[config.mk]
export PLATFORM = sky130hd
export DESIGN_NAME = axil_master_initiator
export DESIGN_NICKNAME = d
export VERILOG_FILES = /design/src/rtl/axil_master_initiator.sv
export SDC_FILE = /design/constraint.sdc
export NUM_CORES = 1
export LEC_CHECK = 0
export BUFFER_PORTS_ARGS = -buffer_cell sky130_fd_sc_hd__buf_2
export CORE_UTILIZATION = 43
export CTS_BUF_LIST = sky130_fd_sc_hd__clkbuf_8 sky130_fd_sc_hd__clkbuf_16
export DETAILED_ROUTE_END_ITERATION = 8
export PLACE_DENSITY = 0.73
export SETUP_SLACK_MARGIN = 0.02
export SLEW_MARGIN = 20
export SYNTH_ARGS = -nofsm -noshare
export SYNTH_HDL_FRONTEND = slang
export SYNTH_SLANG_ARGS = --single-unit
[constraint.sdc]
create_clock -name ACLK -period 4.91 [get_ports ACLK]
set_input_delay 0.7365 -clock ACLK [delete_from_list [all_inputs] [get_ports ACLK]]
set_output_delay 0.7365 -clock ACLK [all_outputs]
set_load 0.005 [all_outputs]
[src/rtl/axil_master_initiator.sv]
// AXI4-Lite initiator: turns a single-outstanding host command stream into
// AXI4-Lite write or read transactions and returns the response status, the
// read data and saturating transaction/error counters to the host.
module axil_master_initiator #(
  parameter int ADDR_WIDTH = 32,
  parameter int DATA_WIDTH = 32,
  parameter int CNT_WIDTH  = 16
) (
  input  logic                      ACLK,
  input  logic                      ARESET,
  // host command stream
  input  logic                      cmd_valid,
  output logic                      cmd_ready,
  input  logic                      cmd_we,
  input  logic [ADDR_WIDTH-1:0]     cmd_addr,
  input  logic [DATA_WIDTH-1:0]     cmd_wdata,
  input  logic [DATA_WIDTH/8-1:0]   cmd_wstrb,
  // host response stream
  output logic                      rsp_valid,
  input  logic                      rsp_ready,
  output logic                      rsp_we,
  output logic [DATA_WIDTH-1:0]     rsp_rdata,
  output logic [1:0]                rsp_resp,
  output logic [CNT_WIDTH-1:0]      wr_count,
  output logic [CNT_WIDTH-1:0]      rd_count,
  output logic [CNT_WIDTH-1:0]      err_count,
  // AXI4-Lite write address channel
  output logic [ADDR_WIDTH-1:0]     AWADDR,
  output logic [2:0]                AWPROT,
  output logic                      AWVALID,
  input  logic                      AWREADY,
  // AXI4-Lite write data channel
  output logic [DATA_WIDTH-1:0]     WDATA,
  output logic [DATA_WIDTH/8-1:0]   WSTRB,
  output logic                      WVALID,
  input  logic                      WREADY,
  // AXI4-Lite write response channel
  input  logic [1:0]                BRESP,
  input  logic                      BVALID,
  output logic                      BREADY,
  // AXI4-Lite read address channel
  output logic [ADDR_WIDTH-1:0]     ARADDR,
  output logic [2:0]                ARPROT,
  output logic                      ARVALID,
  input  logic                      ARREADY,
  // AXI4-Lite read data channel
  input  logic [DATA_WIDTH-1:0]     RDATA,
  input  logic [1:0]                RRESP,
  input  logic                      RVALID,
  output logic                      RREADY
);

  localparam int STRB_WIDTH = DATA_WIDTH / 8;
  localparam logic [CNT_WIDTH-1:0] CNT_MAX = {CNT_WIDTH{1'b1}};
  localparam logic [CNT_WIDTH-1:0] CNT_ONE = {{(CNT_WIDTH-1){1'b0}}, 1'b1};

  typedef enum logic [2:0] {
    IDLE,
    WR_REQ,
    WR_RESP,
    RD_REQ,
    RD_DATA,
    RESP
  } state_t;

  state_t                  state_reg, state_next;
  logic                    awvalid_reg, awvalid_next;
  logic                    wvalid_reg, wvalid_next;
  logic                    aw_done_reg, aw_done_next;
  logic                    w_done_reg, w_done_next;
  logic                    bready_reg, bready_next;
  logic                    arvalid_reg, arvalid_next;
  logic                    rready_reg, rready_next;
  logic [ADDR_WIDTH-1:0]   addr_reg, addr_next;
  logic [DATA_WIDTH-1:0]   wdata_reg, wdata_next;
  logic [STRB_WIDTH-1:0]   wstrb_reg, wstrb_next;
  logic                    rsp_valid_reg, rsp_valid_next;
  logic                    rsp_we_reg, rsp_we_next;
  logic [DATA_WIDTH-1:0]   rsp_rdata_reg, rsp_rdata_next;
  logic [1:0]              rsp_resp_reg, rsp_resp_next;

  // counter index 0 = writes, 1 = reads, 2 = error responses
  logic [2:0]              cnt_inc;
  logic [CNT_WIDTH-1:0]    cnt_reg [3];

  // Next-state and next-output logic; every AXI output is taken from a register.
  always_comb begin
    state_next     = state_reg;
    awvalid_next   = awvalid_reg;
    wvalid_next    = wvalid_reg;
    aw_done_next   = aw_done_reg;
    w_done_next    = w_done_reg;
    bready_next    = bready_reg;
    arvalid_next   = arvalid_reg;
    rready_next    = rready_reg;
    addr_next      = addr_reg;
    wdata_next     = wdata_reg;
    wstrb_next     = wstrb_reg;
    rsp_valid_next = rsp_valid_reg;
    rsp_we_next    = rsp_we_reg;
    rsp_rdata_next = rsp_rdata_reg;
    rsp_resp_next  = rsp_resp_reg;
    cnt_inc        = 3'b000;

    case (state_reg)
      IDLE: begin
        if (cmd_valid) begin
          addr_next  = cmd_addr;
          wdata_next = cmd_wdata;
          wstrb_next = cmd_wstrb;
          if (cmd_we) begin
            awvalid_next = 1'b1;
            wvalid_next  = 1'b1;
            aw_done_next = 1'b0;
            w_done_next  = 1'b0;
            state_next   = WR_REQ;
          end else begin
            arvalid_next = 1'b1;
            state_next   = RD_REQ;
          end
        end
      end
      WR_REQ: begin
        // AW and W complete independently; the done flags remember which one
        // has already handshaken so BREADY waits for both.
        if (awvalid_reg && AWREADY) begin
          awvalid_next = 1'b0;
          aw_done_next = 1'b1;
        end
        if (wvalid_reg && WREADY) begin
          wvalid_next = 1'b0;
          w_done_next = 1'b1;
        end
        if (aw_done_next && w_done_next) begin
          bready_next  = 1'b1;
          aw_done_next = 1'b0;
          w_done_next  = 1'b0;
          state_next   = WR_RESP;
        end
      end
      WR_RESP: begin
        if (BVALID && bready_reg) begin
          bready_next    = 1'b0;
          rsp_valid_next = 1'b1;
          rsp_we_next    = 1'b1;
          rsp_rdata_next = '0;
          rsp_resp_next  = BRESP;
          cnt_inc[0]     = 1'b1;
          cnt_inc[2]     = BRESP[1];
          state_next     = RESP;
        end
      end
      RD_REQ: begin
        if (ARREADY) begin
          arvalid_next = 1'b0;
          rready_next  = 1'b1;
          state_next   = RD_DATA;
        end
      end
      RD_DATA: begin
        if (RVALID && rready_reg) begin
          rready_next    = 1'b0;
          rsp_valid_next = 1'b1;
          rsp_we_next    = 1'b0;
          rsp_rdata_next = RDATA;
          rsp_resp_next  = RRESP;
          cnt_inc[1]     = 1'b1;
          cnt_inc[2]     = RRESP[1];
          state_next     = RESP;
        end
      end
      RESP: begin
        if (rsp_ready) begin
          rsp_valid_next = 1'b0;
          state_next     = IDLE;
        end
      end
      default: begin
        state_next = IDLE;
      end
    endcase
  end

  // State and registered outputs; reset abandons any transaction in flight.
  always_ff @(posedge ACLK or posedge ARESET) begin
    if (ARESET) begin
      state_reg     <= IDLE;
      awvalid_reg   <= 1'b0;
      wvalid_reg    <= 1'b0;
      aw_done_reg   <= 1'b0;
      w_done_reg    <= 1'b0;
      bready_reg    <= 1'b0;
      arvalid_reg   <= 1'b0;
      rready_reg    <= 1'b0;
      addr_reg      <= '0;
      wdata_reg     <= '0;
      wstrb_reg     <= '0;
      rsp_valid_reg <= 1'b0;
      rsp_we_reg    <= 1'b0;
      rsp_rdata_reg <= '0;
      rsp_resp_reg  <= 2'b00;
    end else begin
      state_reg     <= state_next;
      awvalid_reg   <= awvalid_next;
      wvalid_reg    <= wvalid_next;
      aw_done_reg   <= aw_done_next;
      w_done_reg    <= w_done_next;
      bready_reg    <= bready_next;
      arvalid_reg   <= arvalid_next;
      rready_reg    <= rready_next;
      addr_reg      <= addr_next;
      wdata_reg     <= wdata_next;
      wstrb_reg     <= wstrb_next;
      rsp_valid_reg <= rsp_valid_next;
      rsp_we_reg    <= rsp_we_next;
      rsp_rdata_reg <= rsp_rdata_next;
      rsp_resp_reg  <= rsp_resp_next;
    end
  end

  // Saturating counters: hold at all-ones instead of wrapping.
  generate
    for (genvar gi = 0; gi < 3; gi++) begin : g_cnt
      always_ff @(posedge ACLK or posedge ARESET) begin
        if (ARESET) begin
          cnt_reg[gi] <= '0;
        end else if (cnt_inc[gi] && (cnt_reg[gi] != CNT_MAX)) begin
          cnt_reg[gi] <= cnt_reg[gi] + CNT_ONE;
        end
      end
    end
  endgenerate

  // cmd_ready is masked by the reset input so it is low for the whole reset.
  assign cmd_ready = (state_reg == IDLE) && !ARESET;

  assign rsp_valid = rsp_valid_reg;
  assign rsp_we    = rsp_we_reg;
  assign rsp_rdata = rsp_rdata_reg;
  assign rsp_resp  = rsp_resp_reg;
  assign wr_count  = cnt_reg[0];
  assign rd_count  = cnt_reg[1];
  assign err_count = cnt_reg[2];

  assign AWADDR  = addr_reg;
  assign AWPROT  = 3'b000;
  assign AWVALID = awvalid_reg;
  assign WDATA   = wdata_reg;
  assign WSTRB   = wstrb_reg;
  assign WVALID  = wvalid_reg;
  assign BREADY  = bready_reg;
  assign ARADDR  = addr_reg;
  assign ARPROT  = 3'b000;
  assign ARVALID = arvalid_reg;
  assign RREADY  = rready_reg;

endmodule

* Yosys cells after proc, flatten, opt, wreduce, memory -nomap -nowiden
Index checks and enable logic that the tools add are counted.
** Operators by class
- Equality and inequality tests :: 18
- Muxes and demuxes :: 51
- Add/sub/neg operators :: 3
- Bitwise gates (word level) :: 0
- Magnitude comparators :: 0
- $mul :: 0
- Reductions and logical operators :: 27
- Div/mod/pow operators :: 0
- Shift-type cells :: 0
** Operator list (number)
- $mux W32 :: 2
- $pmux W32 S2 :: 1
- $add A16 B1 Y16 const B :: 3
- $ne A16 B16 Y1 const B :: 3
- $mux W1 :: 26
- $ne A2 B2 Y1 const B :: 10
- $mux W3 :: 6
- $pmux W1 S2 :: 9
- $pmux W3 S6 :: 1
- $reduce_and A4 Y1 :: 4
- $reduce_and A3 Y1 :: 4
- $reduce_bool A2 Y1 :: 5
- $logic_and A1 B1 Y1 :: 9
- $mux W2 :: 4
- $eq A3 B2 Y1 const B :: 2
- $eq A3 B3 Y1 const B :: 2
- $reduce_and A6 Y1 :: 1
- $pmux W2 S2 :: 1
- $eq A3 B1 Y1 const B :: 1
- $logic_not A3 Y1 :: 1
- $pmux W1 S3 :: 1
- $reduce_bool A3 Y1 :: 1
- $reduce_and A2 Y1 :: 1
- $logic_not A1 Y1 :: 1
** Storage, ports and cells
- Bits in latches :: 0
- Memory bits (writable) :: 0
- Word-level logic and storage cells :: 117
- Output and inout port bits :: 196
- Memory bits (read-only) :: 0
- Bits in registers :: 162
- Memories kept :: 0

* Longest topological paths before layout
Gate-level depths: netlist of run 1.
- Depth after elaboration :: 6
- Depth in mapped cells :: 7
- Depth with buffers taken out :: 6

* Worst setup path before layout of run 1
Ideal clock, no wire load.
- Path type :: input-to-reg
- Start :: input port cmd_valid
- End :: register addr_reg[19] (netlist: ARADDR[19])
- Path buffers :: 1
- Data arrival time :: 1.743 ns
- Cell stages on the path :: 3
- Required time :: 4.785 ns
- Slack :: 3.042 ns
- Path through :: nor4b_4 -> buf_6 -> mux2_2
** On the way
- Word-level cells in the longest chain between the ends :: 1
** Ends and longest elaborated chain
- start: declaration :: line 12 : input logic cmd_valid,
- $reduce_and A2 Y1 (no source line)
- end signal: assignment :: line 211 : addr_reg <= addr_next;
- end: declaration :: line 74 : logic [ADDR_WIDTH-1:0] addr_reg, addr_next;
Every way passes these cells.
A chain may end at the register's enable or synchronous reset.

* Final worst setup path of run 1
- Start :: register state_reg[2]
- End :: register cnt_reg (netlist bit err_count[1])
** On the way
- Word-level cells in the longest chain between the ends :: 3
- Elaborated cells on any way between the ends :: 4
- Classes of those cells :: eq/ne (2); mux (1); reduce/logical (1)
** Ends and longest elaborated chain
- start: declaration :: line 66 : state_t state_reg, state_next;
- start signal: assignment :: line 203 : state_reg <= state_next;
- $eq A3 B3 Y1 or $eq A3 B2 Y1 (tied branches) :: line 105 : case (state_reg)
- $pmux W1 S2 (*) :: line 105
- $logic_and A1 B1 Y1 (*) :: line 227 : end else if (cnt_inc[gi] && (cnt_reg[gi] != CNT_MAX)) begin
- end signal: indexed assignment :: line 228 : cnt_reg[gi] <= cnt_reg[gi] + CNT_ONE;
- end: declaration :: line 84 : logic [CNT_WIDTH-1:0] cnt_reg [3];
Mark *: on every way between the ends. The rest lies on a longest branch, timed or not.

==> results of run 1 <==
==> synthesized netlist by cell type (all sizes together), types with 2 or more instances <==
cell / n / share of area
mux2: 72 / 0.12
nand3: 22 / 0.016
and3: 7 / 0.0062
and4: 5 / 0.0066
mux2i: 2 / 0.0028
a22o: 34 / 0.042
a211oi: 4 / 0.0085
nor2b: 2 / 0.0018
a41oi: 2 / 0.0036
dfrtp: 162 / 0.58
ha: 3 / 0.0053
and2: 2 / 0.0018
o21ai: 5 / 0.0035
buf: 55 / 0.061
inv: 12 / 0.0064
nand4: 17 / 0.015
clkbuf: 3 / 0.0016
nor4: 6 / 0.0092
nor2: 8 / 0.0046
xor2: 15 / 0.019
nand2: 29 / 0.015
nor3: 9 / 0.0071
o211ai: 2 / 0.0028
a31oi: 6 / 0.0053
a21oi: 12 / 0.0091
xnor2: 27 / 0.034
==> per-stage QoR <==
stage / total power [mW] / hold WS (ps) / area, µm²
final: 2.790 / 404.6 / 9017
after global routing: 2.898 / 437.3 / 9017
after detailed placement: 1.563 / 469.6 / 8453
after CTS: 2.829 / 411.0 / 9010
after global placement: 1.558 / 459.2 / 8453
after floorplan: 1.478 / 471.1 / 7072
==> path summary, 6_finish.rpt <==
kind	from	to	slack [ps]	cells after the start
min in group ACLK	WDATA[24]	WDATA[24]	480	1
max in group asynchronous	ARESET	ARADDR[19]	3180	3
worst max register to register	state_reg[2]	err_count[1]	2400	4
worst min register to register	WDATA[24]	WDATA[24]	480	1
worst max-delay path	state_reg[2]	err_count[1]	2400	4
worst min-delay path	ARESET	rd_count[8]	400	2
==> report_power, final <==
part / internal, mW / switching (mW)
clock: 0.703 / 0.553
sequential: 1.36 / 0.0186
combinational: 0.0785 / 0.0722
==> placed cells by master (no fill, tap or decap), types with 8 or more instances in the layout <==
| cell | instances |
|---|---|
| buf_2 | 303 |
| dfrtp_1 | 162 |
| mux2_1 | 46 |
| a22o_1 | 34 |
| nand2_1 | 29 |
| xnor2_1 | 27 |
| mux2_2 | 26 |
| nand3_1 | 21 |
| nand4_1 | 17 |
| clkbuf_16 | 17 |
| xor2_1 | 15 |
| a21oi_1 | 11 |
| inv_1 | 11 |
| nor3_1 | 8 |
==> area by class of cell <==
type	instances	area [µm²]	area share
antenna	3	7.507	0.0008325
multi-input combinational	310	2526	0.2801
tap	216	270.3	0.02997
clock buffer	17	425.4	0.04718
timing repair buffer	308	1554	0.1723
inverter	12	48.80	0.005411
sequential	162	4054	0.4496
clock inverter	14	131.4	0.01457
==> layer usage <==
metal / GRT usage / routed length (µm) / up-vias
li1: - / - / 2436
met1: 0.2347 / 6892 / 2559
met2: 0.3461 / 8694 / 176
met3: 0.06027 / 1051 / 23
met4: 0.07661 / 261 / 2
met5: 0 / 13 / -
==> cells by family (layout without fill, tap and decap cells) <==
family          count (synthesis)  count (layout)
mux                            74              74
simple gates                  113             113
compound gates                 72              72
fa+ha+maj                       3               3
flops                         162             162
buf+inv                        70             351
xor+xnor                       42              42
other cells                     1               9
==> impl_metrics.tcl, run 1 <==
set metrics [dict create \
    min_period_ps 2508 \
    cap_violations 0 \
    dieWidth_um 130.0 \
    cts_buffers 17 \
    ant_nets 0 \
    nNetsFinal 928 \
    routedWlPerCell_um 16.23 \
    syn_to_final_growth_pct 27.92 \
    drt_wl_total_mm 16.91 \
    yosys.cell_types.count 54 \
    post_cts_buffers 0 \
    grt_overflow 0 \
    grt_pass1_wl_mm 25.47 \
    synth_edf_count 0 \
    fin_tns_setup_ps 0 \
    fin_util 0.5656 \
    ys_seq_area_frac 0.5751 \
    setup_viol 0 \
    chipHeight_um 130.0 \
    dp_cells 1008 \
    tightest_slew_ps 926.4 \
    vias_per_cell 4.987 \
    skew_ps 7.028 \
    drv_slew 0 \
    synth_ff_type "dfrtp_1" \
    max_slew_margin 0.3824 \
    cp_max_fo 18 \
    drcViolationCount 0 \
    port_buffers 303 \
    antenna_found_initial 4 \
    htreeDepth 4 \
    syn_area_per_cell_um2 13.13 \
    fin_ws_ps 2402 \
    pin_count 310 \
    cts.sinks 162 \
    synth_warnings 0 \
    vias 5196 \
    drive_gt1_frac 0.4654 \
    critPathArrivalTime_ps 2810 \
    start_util 0.4422 \
    grt_max_degree 73 \
    insertion_delay_ps 410 \
    dr.pass1.iters 4 \
    p_per_area_nw_per_um2 309.4 \
    synthCells 537 \
    hp-class "input port to async pin" \
    synth_mux_area_frac 0.1179 \
    die-area_um2 16910 \
    cts_hold_buf 0 \
    end_kind "flop" \
    path_clk_slew_ps 70 \
    synth_compound_area_frac 0.08466 \
    cp_num_buf_inv 0 \
    cts_tree "built" \
    ys_async_sr_fraction 1.000 \
    cts_root_buf "clkbuf_16" \
    grt_pass1_vias 4830 \
    syn_area_um2 7049 \
    synth_adder_area_share 0.005325 \
    place_ws_ps 2398 \
    irDropWorstVdd_mv 0.2194 \
    hold_violations 0 \
    fillers 1431 \
    synth-simple-area-share 0.09514 \
    synth-seq-cells 162 \
    fmax_ghz 0.3987 \
    criticalPathCategory "flop to flop" \
    layout.cells.non_filler 1042 \
    fin_crit_sh 0.5108 \
    grt.total_usage 0.2006 \
    cts-resized-gates 0 \
    leakage_nw 4.904 \
    clock_path_buffers 2 \
    dp_hpwl_mm 12.58 \
    crit_family "flip-flops" \
    synth_xor_area_frac 0.05218 \
    gp_congestion 0.7756 \
    slowest_stage "dfrtp_1" \
    coreArea_um2 15940 \
    synth_top_family_by_area "multiplexers" \
    cp_cell_sequence "and3_1 > nand3_1 > a21oi_1 > mux2_2" \
    status "finished, final reports clean" \
    rsz0062_at_grt "false" \
    rows 46 \
    drtIter0Drc 171 \
    cp.required_ps 5210 \
    cp-start-kind "flop" \
    critical-path-max-stage-delay_ps 760 \
]
Power figures use the tool's default switching activity.
==> run 2, diff against run 1 <==
Clock period 4.91 ns to 2.05 ns, I/O delays scaled along.
==> impl_metrics.tcl, run 2 (synthesis results as in run 1) <==
set metrics [dict create \
    status "finished, final reports clean" \
    hold_slack_ps 101.6 \
    irDropWorstVdd_mv 0.5661 \
    cts_tree "built" \
    multi_input_area_um2 2531 \
    antenna_found_initial 4 \
    dieWidth_um 130.0 \
    grt_pass1_wl_mm 26.35 \
    p_total_mw 6.968 \
    post_cts_buffers 0 \
    fin_util 0.5786 \
    chipHeight_um 130.0 \
    dr.pass1.iters 4 \
    final_common_cell "buf_2" \
    dp_hpwl_mm 12.99 \
    seq_area_um2 4056 \
    setup_viol 0 \
    start_util 0.4422 \
    htreeDepth 4 \
    leakage_nw 5.004 \
    drt_wl_total_mm 17.14 \
    cp_max_fo 8 \
    pin_count 310 \
    placement.cell_area_um2 8586 \
    drive_gt1_frac 0.4754 \
    vias_per_cell 4.958 \
    syn_to_final_growth_pct 30.85 \
    layout.cells.most_common_list "buf_2, dfrtp_1, mux2_1" \
    die-area_um2 16910 \
    grt_pass1_vias 4951 \
    fin_ws_ps 162.7 \
    coreArea_um2 15940 \
    cts.sinks 162 \
    port_buffers 303 \
    cts_root_buf "clkbuf_16" \
    skew_ps 9.447 \
    rsz0062_at_grt "false" \
    grt_max_degree 69 \
    final_area_um2 9224 \
    drtIter0Drc 238 \
    end_kind "flop" \
    layout.cells.non_filler 1054 \
    routedWlPerCell_um 16.26 \
    cp-start-kind "flop" \
    hp-class "input port to flop" \
    cap_violations 0 \
    hold_violations 0 \
    insertion_delay_ps 420 \
    rows 46 \
    fillers 1404 \
    gp_congestion 0.7951 \
    drcViolationCount 0 \
    p_per_area_nw_per_um2 755.4 \
    grt.total_usage 0.2088 \
    vias 5226 \
    clock_path_buffers 2 \
    place_ws_ps 117.6 \
    criticalPathCategory "flop to flop" \
    dp_cells 1019 \
    critPathArrivalTime_ps 2180 \
    path_clk_slew_ps 60 \
    cp.required_ps 2340 \
    drv_slew 0 \
    fin_tns_setup_ps 0 \
    cts_buffers 17 \
    grt_overflow 0 \
    fmax_ghz 0.5299 \
    nNetsFinal 940 \
    min_period_ps 1887 \
    fin_crit_sh 0.9206 \
    ant_nets 0 \
]
[run 2: cell count changes in the layout (fill, tap and decap cells not counted), moves of 2 or more]
| cell | before | now |
|---|---|---|
| buf_4 | 5 | 12 |
| buf_12 | 0 | 4 |
| dfrtp_1 | 162 | 160 |
| dfrtp_2 | 0 | 2 |
| clkinv_2 | 3 | 1 |
| bufinv_16 | 1 | 3 |
[run 2: path summary, 6_finish.rpt]
check                             start      endpoint  slack, ps  cells after the start
setup reg to reg           state_reg[2]  state_reg[0]        160                      5
min in group asynchronous        ARESET  rd_count[13]        430                      3
hold reg to reg                WSTRB[1]      WSTRB[1]        480                      1
max in group asynchronous        ARESET     WDATA[14]        970                      4
setup / recovery           state_reg[2]  state_reg[0]        160                      5
hold / removal                  ARREADY       ARVALID        100                      2
[run 2: what timing repair did]
| item | 4_1_cts | 5_1_grt |
|---|---|---|
| gates resized for setup | 0 | 3 |
| hold buffers | 1 | 0 |
| hold endpoints to repair | 9 | 0 |
| endpoints found under the setup margin | 0 | 4 |
[run 2: layout make-up]
cell class | instances | area share
well taps | 216 | 0.02930
repair buffers | 320 | 0.1839
multi-input cells | 310 | 0.2744
flip-flops and latches | 162 | 0.4398
inverters | 12 | 0.005290
clock inverters | 13 | 0.01886
clock buffers | 18 | 0.04761
diodes | 3 | 0.0008139
[run 2: report_power, final]
group          internal (mW)  total [mW]  switching [mW]
registers               3.27        3.31          0.0455
clock network           1.97        3.28            1.32
logic                  0.196       0.371           0.175
total                   5.43        6.97            1.54
[run 2: critical path, cell delays in order (launching register included)]
cell and delay (ps):
dfrtp_1 490, or3b_4 460, a211oi_4 230, a211oi_1 100
o211ai_2 120, mux2_1 360
[run 2: metal layers]
metal | part of all wire | vias up | GRT usage
met1 | 0.40 | 2563 | 0.2516
met5 | 0.00076 | - | 0
li1 | - | 2468 | -
met2 | 0.52 | 178 | 0.3579
met3 | 0.064 | 15 | 0.05863
met4 | 0.0093 | 2 | 0.07250
==> run 3, diff against run 2 <==
Settings changed: CORE_MARGIN set to 10, SKIP_LAST_GASP set to 1.
==> impl_metrics.tcl, run 3 (synthesis results as in run 1) <==
set metrics [dict create \
    r2r_end "state_reg[0]" \
    insertion_delay_ps 410 \
    irDropWorstVdd_mv 0.5621 \
    setup.worst_path.start "state_reg[0]" \
    min_period_ps 1934 \
    drive_gt1_frac 0.4742 \
    rr_worst_depth 5 \
    vias_per_cell 4.950 \
    antenna_found_initial 6 \
    cp-start-kind "flop" \
    dieWidth_um 148.0 \
    drt_wl_total_mm 19.96 \
    setup_viol 0 \
    layout.cells.non_filler 1053 \
    combPwrFrac 0.058 \
    grt_max_degree 91 \
    cap_violations 0 \
    cts_hold_buf 0 \
    cp.required_ps 2340 \
    htreeDepth 4 \
    fin_util 0.5715 \
    criticalPathCategory "flop to flop" \
    rows 46 \
    fin_tns_setup_ps 0 \
    final_common_cell "buf_2" \
    leakage_nw 4.956 \
    seqPwrFrac 0.501 \
    die-area_um2 21910 \
    cts_buffers 17 \
    cp_max_fo 9 \
    drcViolationCount 0 \
    dp_cells 1018 \
    end_kind "flop" \
    nNetsFinal 938 \
    skew_ps 10.94 \
    switching_share 0.2339 \
    dp_hpwl_mm 15.54 \
    r2r_slack_ps 120 \
    ant_nets 0 \
    coreArea_um2 16000 \
    port_buffers 303 \
    path_clk_slew_ps 60 \
    chipHeight_um 148.0 \
    routedWlPerCell_um 18.95 \
    internal_power_mw 5.058 \
    cts_tree "built" \
    p_per_area_nw_per_um2 722.1 \
    start_util 0.4406 \
    clock_path_buffers 2 \
    vias 5212 \
    layout.cells.most_common_list "buf_2, dfrtp_1, mux2_1" \
    critPathArrivalTime_ps 2220 \
    status "finished, final reports clean" \
    syn_to_final_growth_pct 29.71 \
    hp-class "input port to async pin" \
    rsz0062_at_grt "false" \
    cts.sinks 162 \
    crit_end "state_reg[0]" \
    hold_violations 0 \
    pin_count 310 \
    grt.total_usage 0.1798 \
    fillers 1429 \
    grt_pass1_wl_mm 31.24 \
    cts_root_buf "clkbuf_16" \
    drtIter0Drc 148 \
    grt_pass1_vias 5554 \
    drv_slew 0 \
    dr.pass1.iters 5 \
    clkPwrFrac 0.441 \
    fin_crit_sh 0.9433 \
    r2r-start "state_reg[0]" \
    power_switching_mw 1.545 \
    grt_overflow 0 \
    gp_congestion 0.7937 \
    fmax_ghz 0.5171 \
]
## run 3: changes by cell type in the layout (fill, tap and decap cells not counted), sizes merged
cell	delta
clkinvlp	+3
diode	+1
dlygate4sd3	-1
bufinv	-3
inv	+1
buf	-1
clkinv	-1
## run 3: metrics by stage
stage | power [mW] | cell area, µm² | setup slack (ps) | hold WS, ps
final | 6.603 | 9144 | 116.2 | 48.49
after global routing | 6.919 | 9141 | 43.90 | 78.96
after CTS | 6.716 | 9123 | 68.77 | 66.13
after detailed placement | 3.765 | 8578 | 120.6 | 469.1
after global placement | 3.752 | 8578 | 168.0 | 459.5
after floorplan | 3.540 | 7072 | -314.3 | 411.6
## run 3: power by group through the flow
stage | clock [mW] | sequential, mW | combinational, mW
2_1_floorplan | 0 | 3.38 | 0.164
3_3_place_gp | 0 | 3.37 | 0.385
3_5_place_dp | 0 | 3.37 | 0.395
4_1_cts | 3.01 | 3.31 | 0.395
5_1_grt | 3.17 | 3.32 | 0.433
6_report | 2.91 | 3.31 | 0.383
## run 3: timing repair
action | in CTS | in global routing
buffers inserted | 0 | 0
endpoints found under the setup margin | 0 | 5
resized for setup | 0 | 3
## run 3: per-layer routing
layer / part of all wire / wire length (µm) / global-route usage
met1: 0.38 / 7623 / 0.1976
met2: 0.51 / 10250 / 0.3095
met3: 0.088 / 1752 / 0.07448
met4: 0.016 / 312 / 0.05600
met5: 0.0011 / 21 / 0
## run 3: worst min-delay path by stage
stage | start | endpoint | depth (start not counted)
after floorplan | ARREADY | ARVALID | 1
after global placement | rsp_we | rsp_we | 2
after detailed placement | WDATA[25] | WDATA[25] | 1
after CTS | ARESET | rsp_rdata[25] | 3
after global routing | ARESET | state_reg[1] | 3
final | ARESET | state_reg[1] | 3
## run 3: critical path, stage by stage (launching register included)
cell	delay, ps
dfrtp_1	550
or3b_4	470
a211oi_4	240
a211oi_1	100
o211ai_2	110
mux2_1	340
## run 3: area by class of cell
class | count | area, µm² | share of cell area
multi-input combinational | 310 | 2536 | 0.2774
antenna | 4 | 10.01 | 0.001095
clock inverter | 13 | 105.1 | 0.01149
inverter | 12 | 48.80 | 0.005337
clock buffer | 18 | 439.2 | 0.04803
sequential | 162 | 4055 | 0.4435
tap | 216 | 270.3 | 0.02956
timing repair buffer | 318 | 1679 | 0.1836
